**config.mk**
```make
export PLATFORM = sky130hd
export DESIGN_NAME = irrig_zone_ctrl
export DESIGN_NICKNAME = d
export VERILOG_FILES = /design/src/rtl/irrig_pkg.sv /design/src/rtl/bcd_down_timer.sv /design/src/rtl/irrig_zone_ctrl.sv
export SDC_FILE = /design/constraint.sdc
export NUM_CORES = 1
export LEC_CHECK = 0
export BUFFER_PORTS_ARGS = -buffer_cell sky130_fd_sc_hd__clkbuf_2
export CORE_UTILIZATION = 40
export CTS_BUF_LIST = sky130_fd_sc_hd__clkbuf_4 sky130_fd_sc_hd__clkbuf_8 sky130_fd_sc_hd__clkbuf_16
export CTS_CLUSTER_SIZE = 12
export DETAILED_ROUTE_END_ITERATION = 7
export HOLD_SLACK_MARGIN = 0.1
export MAX_ROUTING_LAYER = met4
export PLACE_DENSITY = 0.55
export SYNTH_ARGS = -nofsm -noshare
export SYNTH_HDL_FRONTEND = slang
export SYNTH_SLANG_ARGS = --single-unit
export TNS_END_PERCENT = 20
```
**constraint.sdc**
```tcl
create_clock -name Clk -period 5.35 [get_ports Clk]
set_input_delay 0.535 -clock Clk [delete_from_list [all_inputs] [get_ports Clk]]
set_output_delay 0.535 -clock Clk [all_outputs]
set_load 0.01 [all_outputs]
```
**src/rtl/irrig_pkg.sv**
```systemverilog
// Shared types and constants for the multi-zone irrigation controller.
// Latency: n/a (declarations only).
// Backpressure: n/a.
// Contents: FSM state enum, tank-level and zone-mode constants, and to_bcd(),
// which converts a 0..99 parameter into a {tens, units} BCD byte for timer loads.
package irrig_pkg;

   typedef enum logic [1:0] {
      IDLE     = 2'd0,
      IRRIGATE = 2'd1,
      MIX      = 2'd2,
      CLEAN    = 2'd3
   } state_e;

   localparam logic [1:0] NV_EMPTY = 2'b00;
   localparam logic [1:0] NV_LOW   = 2'b01;

   localparam logic MODE_SPRINKLE = 1'b1;
   localparam logic MODE_DRIP     = 1'b0;

   function automatic logic [7:0] to_bcd(input int unsigned v);
      logic [3:0] tens;
      logic [3:0] units;
      tens  = 4'(v / 10);
      units = 4'(v % 10);
      return {tens, units};
   endfunction

endpackage

```
**src/rtl/bcd_down_timer.sv**
```systemverilog
// Two-digit BCD seconds countdown with its own 1 s prescaler.
// Latency: load takes effect on the next Clk edge; first decrement TICK_DIV cycles later.
// Backpressure: none; load always wins over a coincident tick.
// Ports: Clk, Rst (async active-low), load_i/load_val_i (restart with a BCD value and
// clear the prescaler), bcd_o (registered count), zero_o (count is 00), tick_o (1 s pulse).
module bcd_down_timer #(
   parameter int TICK_DIV = 4
) (
   input  logic       Clk,
   input  logic       Rst,
   input  logic       load_i,
   input  logic [7:0] load_val_i,
   output logic [7:0] bcd_o,
   output logic       zero_o,
   output logic       tick_o
);

   localparam int PW = (TICK_DIV > 1) ? $clog2(TICK_DIV) : 1;

   logic [PW-1:0] pre_q, pre_d;
   logic [7:0]    bcd_q, bcd_d;

   assign tick_o = (pre_q == PW'(TICK_DIV - 1));
   assign zero_o = (bcd_q == 8'h00);
   assign bcd_o  = bcd_q;

   always_comb begin
      pre_d = tick_o ? '0 : pre_q + PW'(1);
      bcd_d = bcd_q;
      // Count holds at 00; a units borrow reloads 9 and takes one from tens,
      // so no non-BCD nibble is ever produced.
      if (tick_o && !zero_o) begin
         if (bcd_q[3:0] == 4'd0) bcd_d = {bcd_q[7:4] - 4'd1, 4'd9};
         else                    bcd_d = {bcd_q[7:4], bcd_q[3:0] - 4'd1};
      end
      if (load_i) begin
         pre_d = '0;
         bcd_d = load_val_i;
      end
   end

   always_ff @(posedge Clk or negedge Rst) begin
      if (!Rst) begin
         pre_q <= '0;
         bcd_q <= 8'h00;
      end else begin
         pre_q <= pre_d;
         bcd_q <= bcd_d;
      end
   end

endmodule

```
**src/rtl/irrig_zone_ctrl.sv**
```systemverilog
// Multi-zone irrigation scheduler with fertilizer mix and line-cleaning sequence.
// Latency: request seen in IDLE drives valve/pump on the next Clk edge; all outputs registered.
// Backpressure: none; requests are levels, re-evaluated every IDLE cycle.
// Ports: Us (dry request per zone), Mode (1 sprinkler / 0 drip), Nv (tank level), Adub
// (fertilize request) in; Valve (one-hot), Asp/Got (pumps), Mist/Limp (mix/clean),
// Zone_idx (active or last zone), Time_bcd (BCD seconds left), Alarm (tank empty) out.
// Build option IRRIG_FIXED_PRIORITY_EN: lowest eligible zone wins instead of round-robin.
module irrig_zone_ctrl
   import irrig_pkg::*;
#(
   parameter int NUM_ZONES     = 4,
   parameter int TICK_DIV      = 50000000,
   parameter int SPRINKLE_TIME = 15,
   parameter int DRIP_TIME     = 30,
   parameter int MIX_TIME      = 5,
   parameter int CLEAN_TIME    = 10
) (
   input  logic                         Clk,
   input  logic                         Rst,
   input  logic [NUM_ZONES-1:0]         Us,
   input  logic [NUM_ZONES-1:0]         Mode,
   input  logic [1:0]                   Nv,
   input  logic                         Adub,
   output logic [NUM_ZONES-1:0]         Valve,
   output logic                         Asp,
   output logic                         Got,
   output logic                         Mist,
   output logic                         Limp,
   output logic [$clog2(NUM_ZONES)-1:0] Zone_idx,
   output logic [7:0]                   Time_bcd,
   output logic                         Alarm
);

   localparam int ZW = $clog2(NUM_ZONES);

   localparam logic [7:0] SPR_BCD   = to_bcd(SPRINKLE_TIME);
   localparam logic [7:0] DRIP_BCD  = to_bcd(DRIP_TIME);
   localparam logic [7:0] MIX_BCD   = to_bcd(MIX_TIME);
   localparam logic [7:0] CLEAN_BCD = to_bcd(CLEAN_TIME);

   if (NUM_ZONES < 2 || NUM_ZONES > 8) begin : g_bad_zones
      $error("irrig_zone_ctrl: NUM_ZONES must be 2..8");
   end
   if (SPRINKLE_TIME < 1 || SPRINKLE_TIME > 99 || DRIP_TIME < 1 || DRIP_TIME > 99 ||
       MIX_TIME < 1 || MIX_TIME > 99 || CLEAN_TIME < 1 || CLEAN_TIME > 99) begin : g_bad_time
      $error("irrig_zone_ctrl: time parameters must be 1..99");
   end
   if (TICK_DIV < 1) begin : g_bad_div
      $error("irrig_zone_ctrl: TICK_DIV must be >= 1");
   end

   state_e                 state_q, state_d;
   logic [NUM_ZONES-1:0]   valve_q;
   logic                   asp_q, got_q, mist_q, limp_q, alarm_q, fert_pend_q;
   logic [ZW-1:0]          zone_q;

   logic [NUM_ZONES-1:0]   elig;
   logic [ZW-1:0]          sel;
   logic                   load;
   logic [7:0]             load_val;
   logic                   tick, zero;
   logic [7:0]             bcd;

   // Low tank only feeds drip zones; empty tank feeds nothing.
   always_comb begin
      for (int i = 0; i < NUM_ZONES; i++) begin
         elig[i] = Us[i] && (Nv != NV_EMPTY) && ((Nv != NV_LOW) || (Mode[i] == MODE_DRIP));
      end
   end

`ifdef IRRIG_FIXED_PRIORITY_EN
   always_comb begin
      sel = '0;
      for (int i = NUM_ZONES - 1; i >= 0; i--) begin
         if (elig[ZW'(i)]) sel = ZW'(i);
      end
   end
`else
   // rr_q is the last zone granted (including aborted runs); search starts one past it.
   logic [ZW-1:0] rr_q;
   logic          found;
   int            idx;

   always_comb begin
      sel   = '0;
      found = 1'b0;
      idx   = 0;
      for (int k = 1; k <= NUM_ZONES; k++) begin
         idx = int'(rr_q) + k;
         if (idx >= NUM_ZONES) idx = idx - NUM_ZONES;
         if (!found && elig[ZW'(idx)]) begin
            sel   = ZW'(idx);
            found = 1'b1;
         end
      end
   end
`endif

   always_comb begin
      state_d = state_q;
      unique case (state_q)
         IDLE: begin
            if (fert_pend_q || Adub) state_d = MIX;
            else if (|elig)          state_d = IRRIGATE;
         end
         IRRIGATE: if ((Nv == NV_EMPTY) || (tick && zero)) state_d = IDLE;
         MIX:      if (tick && zero) state_d = CLEAN;
         CLEAN:    if (tick && zero) state_d = IDLE;
         default:  state_d = IDLE;
      endcase
   end

   // Every state change reloads the timer; IDLE loads 00 so an aborted run
   // does not leave a stale count on the display.
   always_comb begin
      load = (state_d != state_q);
      unique case (state_d)
         IRRIGATE: load_val = (Mode[sel] == MODE_SPRINKLE) ? SPR_BCD : DRIP_BCD;
         MIX:      load_val = MIX_BCD;
         CLEAN:    load_val = CLEAN_BCD;
         default:  load_val = 8'h00;
      endcase
   end

   bcd_down_timer #(.TICK_DIV(TICK_DIV)) u_timer (
      .Clk        (Clk),
      .Rst        (Rst),
      .load_i     (load),
      .load_val_i (load_val),
      .bcd_o      (bcd),
      .zero_o     (zero),
      .tick_o     (tick)
   );

   always_ff @(posedge Clk or negedge Rst) begin
      if (!Rst) begin
         state_q     <= IDLE;
         valve_q     <= '0;
         asp_q       <= 1'b0;
         got_q       <= 1'b0;
         mist_q      <= 1'b0;
         limp_q      <= 1'b0;
         alarm_q     <= 1'b0;
         fert_pend_q <= 1'b0;
         zone_q      <= '0;
`ifndef IRRIG_FIXED_PRIORITY_EN
         rr_q        <= ZW'(NUM_ZONES - 1);
`endif
      end else begin
         state_q     <= state_d;
         alarm_q     <= (Nv == NV_EMPTY);
         mist_q      <= (state_d == MIX);
         limp_q      <= (state_d == CLEAN);
         fert_pend_q <= ((state_d == MIX) && (state_q != MIX)) ? 1'b0 : (fert_pend_q | Adub);
         if (state_d == IRRIGATE) begin
            // Zone and pump type are latched at grant; later Us/Mode changes do not disturb the run.
            if (state_q == IDLE) begin
               valve_q <= NUM_ZONES'(1) << sel;
               asp_q   <= Mode[sel];
               got_q   <= ~Mode[sel];
               zone_q  <= sel;
`ifndef IRRIG_FIXED_PRIORITY_EN
               rr_q    <= sel;
`endif
            end
         end else begin
            valve_q <= '0;
            asp_q   <= 1'b0;
            got_q   <= 1'b0;
         end
      end
   end

   assign Valve    = valve_q;
   assign Asp      = asp_q;
   assign Got      = got_q;
   assign Mist     = mist_q;
   assign Limp     = limp_q;
   assign Alarm    = alarm_q;
   assign Zone_idx = zone_q;
   assign Time_bcd = bcd;

endmodule

```
# Yosys cells after proc, flatten, opt, wreduce, memory -nomap -nowiden
# Cells that the tools add are included.
# op_classes
order_cmp,9
bitwise,6
muxes,45
n_eq_ne,11
shifts,1
n_addsub,11
n_reduce_logical,34
# op_table
operator,n
$mux 26,2
$add 26x1->26 const B,1
$eq 26x26->1 const B,1
$mux 2,13
$mux 8,3
$pmux 6 s3,1
$mux 1,17
$lt 2x4->1 const B,4
$logic_and 1x1->1,14
$bmux 1 s2,5
$ge 3x3->1 const B,3
$eq 2x2->1 const B,4
$logic_not 8->1,1
$mux 4,2
$pmux 2 s4,1
$sub 2x1->2 const B,4
$sub 4x1->4 const B,2
$add 2x2->3 const B,2
$logic_or 1x1->1,6
$mux 6,1
$reduce_bool 2->1,3
$not 1->1,5
$add 2x3->4 const B,1
$eq 2x1->1 const B,2
other kinds (13),19
# word_totals
wordCells,130
ff_bits,50
in_bits,13
output_inout_bits,19

# Longest topological paths before layout
# logic_depth
word_depth,21
depth_mapped,9
mapped_depth_nobuf,9

# Modules after synthesis
# Synthesis repeated with hierarchy kept, for this count alone.
# unflattened
cells_unflattened,302
hier_area_um2,2880.3
# modules_own_cells
module,instances,area_each_um2,seq_area_each_um2,cells_each
bcd_down_timer,1,1913.1,850.8,207
irrig_zone_ctrl,1,967.2,402.9,95

# Worst setup path before layout
# Ideal clock, no wire load.
# synth_timing
path_kind,input to register
start,input Nv[1]
end,register u_timer.bcd_q[2] (netlist: u_timer.bcd_o[2])
t_arrival_ps,2037
setup_time_ps,126
required_ps,5224
n_path_buf,1
path_stages,7
slack_ps,3187
path_cell_list,buf_2 o21ai_0 nor2b_1 o31ai_4 o21ai_1 nor2_1 a221o_1
# synth_via
elab_chain_cells,21
word_cells_on_any_way,56
cone_classes,eq/ne: 5; mux: 28; reduce/logical: 23
# synth_rtl
element,line_no,text
"start, declared",irrig_zone_ctrl.sv:22,"input logic [1:0] Nv,"
$ne 2x1->1 / $reduce_bool 2->1 (equally long branches),irrig_zone_ctrl.sv:67,elig[i] = Us[i] && (Nv != NV_EMPTY) && ((Nv != NV_LOW) || (Mode[i] == MODE_DRIP));
$logic_or 1x1->1 / $logic_and 1x1->1 (equally long branches),irrig_zone_ctrl.sv:67,
$logic_and 1x1->1,irrig_zone_ctrl.sv:67,
$bmux 1 s2,irrig_zone_ctrl.sv:91,if (!found && elig[ZW'(idx)]) begin
$mux 1 (implied by the code) (2 in series),irrig_zone_ctrl.sv:91,
$mux 1,irrig_zone_ctrl.sv:91,
$logic_not 1->1,irrig_zone_ctrl.sv:91,
$logic_and 1x1->1,irrig_zone_ctrl.sv:91,
[... 4 more ...],-,
$logic_not 1->1,irrig_zone_ctrl.sv:91,
$logic_and 1x1->1,irrig_zone_ctrl.sv:91,
$mux 2,irrig_zone_ctrl.sv:91,
$bmux 1 s2,irrig_zone_ctrl.sv:118,IRRIGATE: load_val = (Mode[sel] == MODE_SPRINKLE) ? SPR_BCD : DRIP_BCD;
$mux 1 (implied by the code),irrig_zone_ctrl.sv:118,
$mux 6,irrig_zone_ctrl.sv:118,
$pmux 6 s3,irrig_zone_ctrl.sv:117,unique case (state_d)
$mux 8,bcd_down_timer.sv:36,if (load_i) begin
"end signal, assigned",bcd_down_timer.sv:45,bcd_q <= 8'h00;
"end signal, assigned",bcd_down_timer.sv:48,bcd_q <= bcd_d;
"end, declared",bcd_down_timer.sv:21,"logic [7:0] bcd_q, bcd_d;"
# Parallel ways exist; a longest one is shown, timed or not. The select of a mux whose other input is x is not followed.
# A chain may end at the register's enable or synchronous reset.

# Worst setup path after layout
# layout_timing
start,register u_timer.bcd_q[0] (netlist: u_timer.bcd_o[0])
end,register u_timer.bcd_q[2] (netlist: u_timer.bcd_o[2])
# layout_via
elab_chain_cells,8
word_cells_on_any_way,20
cone_classes,add/sub: 1; eq/ne: 4; mux: 8; reduce/logical: 7
# layout_rtl
element,line_no,text
$logic_not 8->1,bcd_down_timer.sv:24,assign zero_o = (bcd_q == 8'h00);
$logic_and 1x1->1,"irrig_zone_ctrl.sv:106, irrig_zone_ctrl.sv:107, irrig_zone_ctrl.sv:108",
$logic_or 1x1->1,irrig_zone_ctrl.sv:106,IRRIGATE: if ((Nv == NV_EMPTY) || (tick && zero)) state_d = IDLE;
$mux 2,irrig_zone_ctrl.sv:106,
$pmux 2 s4,irrig_zone_ctrl.sv:101,unique case (state_q)
$eq 2x2->1 / $eq 2x1->1 (equally long branches),irrig_zone_ctrl.sv:117,
$pmux 6 s3,irrig_zone_ctrl.sv:117,
$mux 8,bcd_down_timer.sv:36,
# Parallel ways exist; a longest one is shown, timed or not. The select of a mux whose other input is x is not followed.

==> results.json <==
{
  "core_mm2": 0.00631,
  "synth_ff_type": "dfrtp_1",
  "area_growth_pct": 14.8,
  "num_vias": 2014,
  "clk_pin_slew_ps": 100,
  "synth_area_mm2": 0.00261,
  "synth-async-reset-ratio": 1.00,
  "place_inst": 378,
  "crit-reg2reg-capture": "u_timer.bcd_o[2]",
  "cts_root_buf": "clkbuf_8",
  "cts_tree": "built",
  "relSlewSlack": 0.464,
  "netlist_top_cells_count": "nor2_1 (49), dfrtp_1 (48), nand2_1 (22), xnor2_1 (13)",
  "yosysMostFrequentCell": "nor2_1",
  "netlist.area_leader.share": 0.461,
  "avgSynthCellArea_um2": 9.59,
  "hold_violations": 0,
  "post_drt_wl_per_cell_um": 13.6,
  "start_util": 0.413,
  "die_y_um": 82.7,
  "ir_drop_mv": 0.137,
  "fin_setup_tns_ps": 0,
  "synth_seq_area_share": 0.481,
  "cts_buffers": 5,
  "worstPathRequired_ps": 5530,
  "synth_edf_count": 0,
  "final_layout_size_suffix_gt1_frac": 0.162,
  "grt_pass1_vias": 1921,
  "min_path_type": "in2async",
  "reg2reg_depth": 8,
  "numClockSinks": 50,
  "ys_seq_elements": 50,
  "syn-num-nets": 290,
  "worst_ep_arrival_time_ps": 2810,
  "setup.worst_path.start_class": "flip-flop",
  "clock.fmax_mhz": 380,
  "cp_max_fo": 8,
  "die_x_um": 82.7,
  "cap_viol_max_count": 0,
  "cts_resized": 0,
  "detail_route.wirelength_mm": 5.25,
  "path_class": "reg2reg",
  "nFillCells": 631,
  "drtIter0Drc": 80,
  "ys_types": 46,
  "rsz0062_at_grt": "false",
  "gp_congestion": 0.856,
  "cts_max_level": 2,
  "status": "finished, final reports clean",
  "r2r_slack_ps": 2720,
  "grt_use_total": 0.177,
  "cp-end-kind": "flip-flop",
  "final_util": 0.474,
  "synthTopCellsByArea": "dfrtp_1 (46%), nor2_1 (7.1%), xnor2_1 (4.4%)",
  "ant_nets": 0,
  "setup_viol": 0,
  "antenna_found_initial": 0,
  "skew_ps": 9.71,
  "ys_warn_count": 0,
  "grt_first_pass_wirelength_mm": 8.88,
  "cts_setup_buffers": 0,
  "die-area_mm2": 0.00685,
  "netlist_instances": 272,
  "synth_area_leader_cell": "dfrtp_1",
  "diodes": 0,
  "worst_skew_pair.late_latency_ps": 300,
  "hold_ws_ps": 329,
  "post-route-min-period_ps": 2630,
  "report.final.slew_viol_count": 0,
  "dp_hpwl_mm": 3.80,
  "leakagePower_nw": 1.39,
  "timing.rr.start": "u_timer.bcd_o[0]",
  "period_share": 0.492,
  "row_count": 29,
  "overflow": 0,
  "power.density_mw_per_mm2": 255,
  "postCtsHoldBufs": 0,
  "final_cells": 386,
  "vias_per_cell": 5.22,
  "dr.pass1.iters": 4,
  "clock_path_buffers": 2,
  "io_pins": 32,
  "worst_pin_slew_ps": 803,
  "grt_max_degree": 51,
  "nNetsFinal": 326,
  "route.detailed.drc": 0,
  "port_buffers": 31
}
cell type report:
class                      instances  area [um^2]  share of cell area
multi-input combinational        211         1310               0.437
sequential                        50         1250               0.419
timing repair buffer              32          163              0.0543
tap                               77         96.3              0.0322
clock buffer                       6         82.6              0.0276
clock inverter                     2         60.1              0.0201
inverter                           8         30.0              0.0100
cell families after synthesis:
logic type | after synthesis | share of synthesized area
AOI/OAI and AO/OA | 51 | 0.143
buffers and inverters | 11 | 0.0173
adders and majority gates | 5 | 0.0240
muxes | 4 | 0.0154
DFF | 50 | 0.481
xor gates and xnor gates | 25 | 0.0840
and+or+nand+nor | 126 | 0.236
worst max-delay path by stage:
stage,startpoint,end,slack [ps],cells past startpoint
CTS,u_timer.bcd_o[0],u_timer.bcd_o[2],2670,8
detailed placement,u_timer.bcd_o[0],u_timer.bcd_o[2],2700,8
floorplan,Nv[1],u_timer.bcd_o[2],3190,7
finish,u_timer.bcd_o[0],u_timer.bcd_o[2],2720,8
global placement,u_timer.bcd_o[0],u_timer.bcd_o[2],2710,8
global route,u_timer.bcd_o[0],u_timer.bcd_o[2],2480,8
critical path: stages (launching register included):
cell and delay, ps:
dfrtp_1 440, inv_1 100, ha_1 190, nor3b_2 350
and3_1 280, nand4_1 200, o21ai_1 560, nor2_1 100
a221o_1 280
state kept, by name, summed over array words and instances (netlist names):
name           cells
u_timer.pre_q     26
u_timer.bcd_o      8
Valve              4
Zone_idx           2
rr_q               2
state_q            2
Alarm              1
Asp                1
Got                1
Limp               1
Mist               1
fert_pend_q        1
routing by layer:
| layer | vias to the layer above | track usage | routed length [um] | part of all wire |
|---|---|---|---|---|
| li1 | 1019 | - | - | - |
| met1 | 957 | 0.218 | 2520 | 0.48 |
| met2 | 31 | 0.293 | 2470 | 0.47 |
| met3 | 7 | 0.0352 | 180 | 0.034 |
| met4 | 0 | 0.0552 | 73 | 0.014 |
| met5 | - | - | 0 | 0 |
metrics by stage:
| stage | worst slack, ps | total power [mW] | instance area, um^2 |
|---|---|---|---|
| final | 2720 | 0.764 | 2990 |
| after global routing | 2480 | 0.795 | 2990 |
| after CTS | 2670 | 0.774 | 2990 |
| after detailed placement | 2700 | 0.448 | 2850 |
| after global placement | 2710 | 0.448 | 2850 |
| after floorplan | 3190 | 0.424 | 2610 |
cell usage in the layout (no fill, tap or decap), drive strengths merged, types with 2 or more instances in the layout:
| cell | n |
|---|---|
| ha | 5 |
| nand2b | 2 |
| o21a | 4 |
| bufinv | 2 |
| nor2 | 49 |
| nor3b | 2 |
| a221o | 2 |
| or3 | 2 |
| a21oi | 5 |
| nand4 | 5 |
| nand3b | 2 |
| nor4b | 2 |
| a22o | 5 |
| and2b | 2 |
| mux2i | 4 |
| dfstp | 2 |
| and3 | 11 |
| clkbuf | 37 |
| xnor2 | 13 |
| o211ai | 3 |
| nor2b | 5 |
| nand2 | 22 |
| o21ai | 19 |
| nor3 | 7 |
| inv | 8 |
| o31ai | 2 |
| dfrtp | 48 |
| nand3 | 12 |
| a21o | 2 |
| xor2 | 12 |
power by group:
part           internal [mW]  leakage (nW)  switching (mW)  total, mW
clock                  0.199        0.0714           0.125      0.325
combinational         0.0187         0.673          0.0310     0.0497
sequential             0.383         0.650         0.00585      0.389
(Power assumes the default switching activity.)
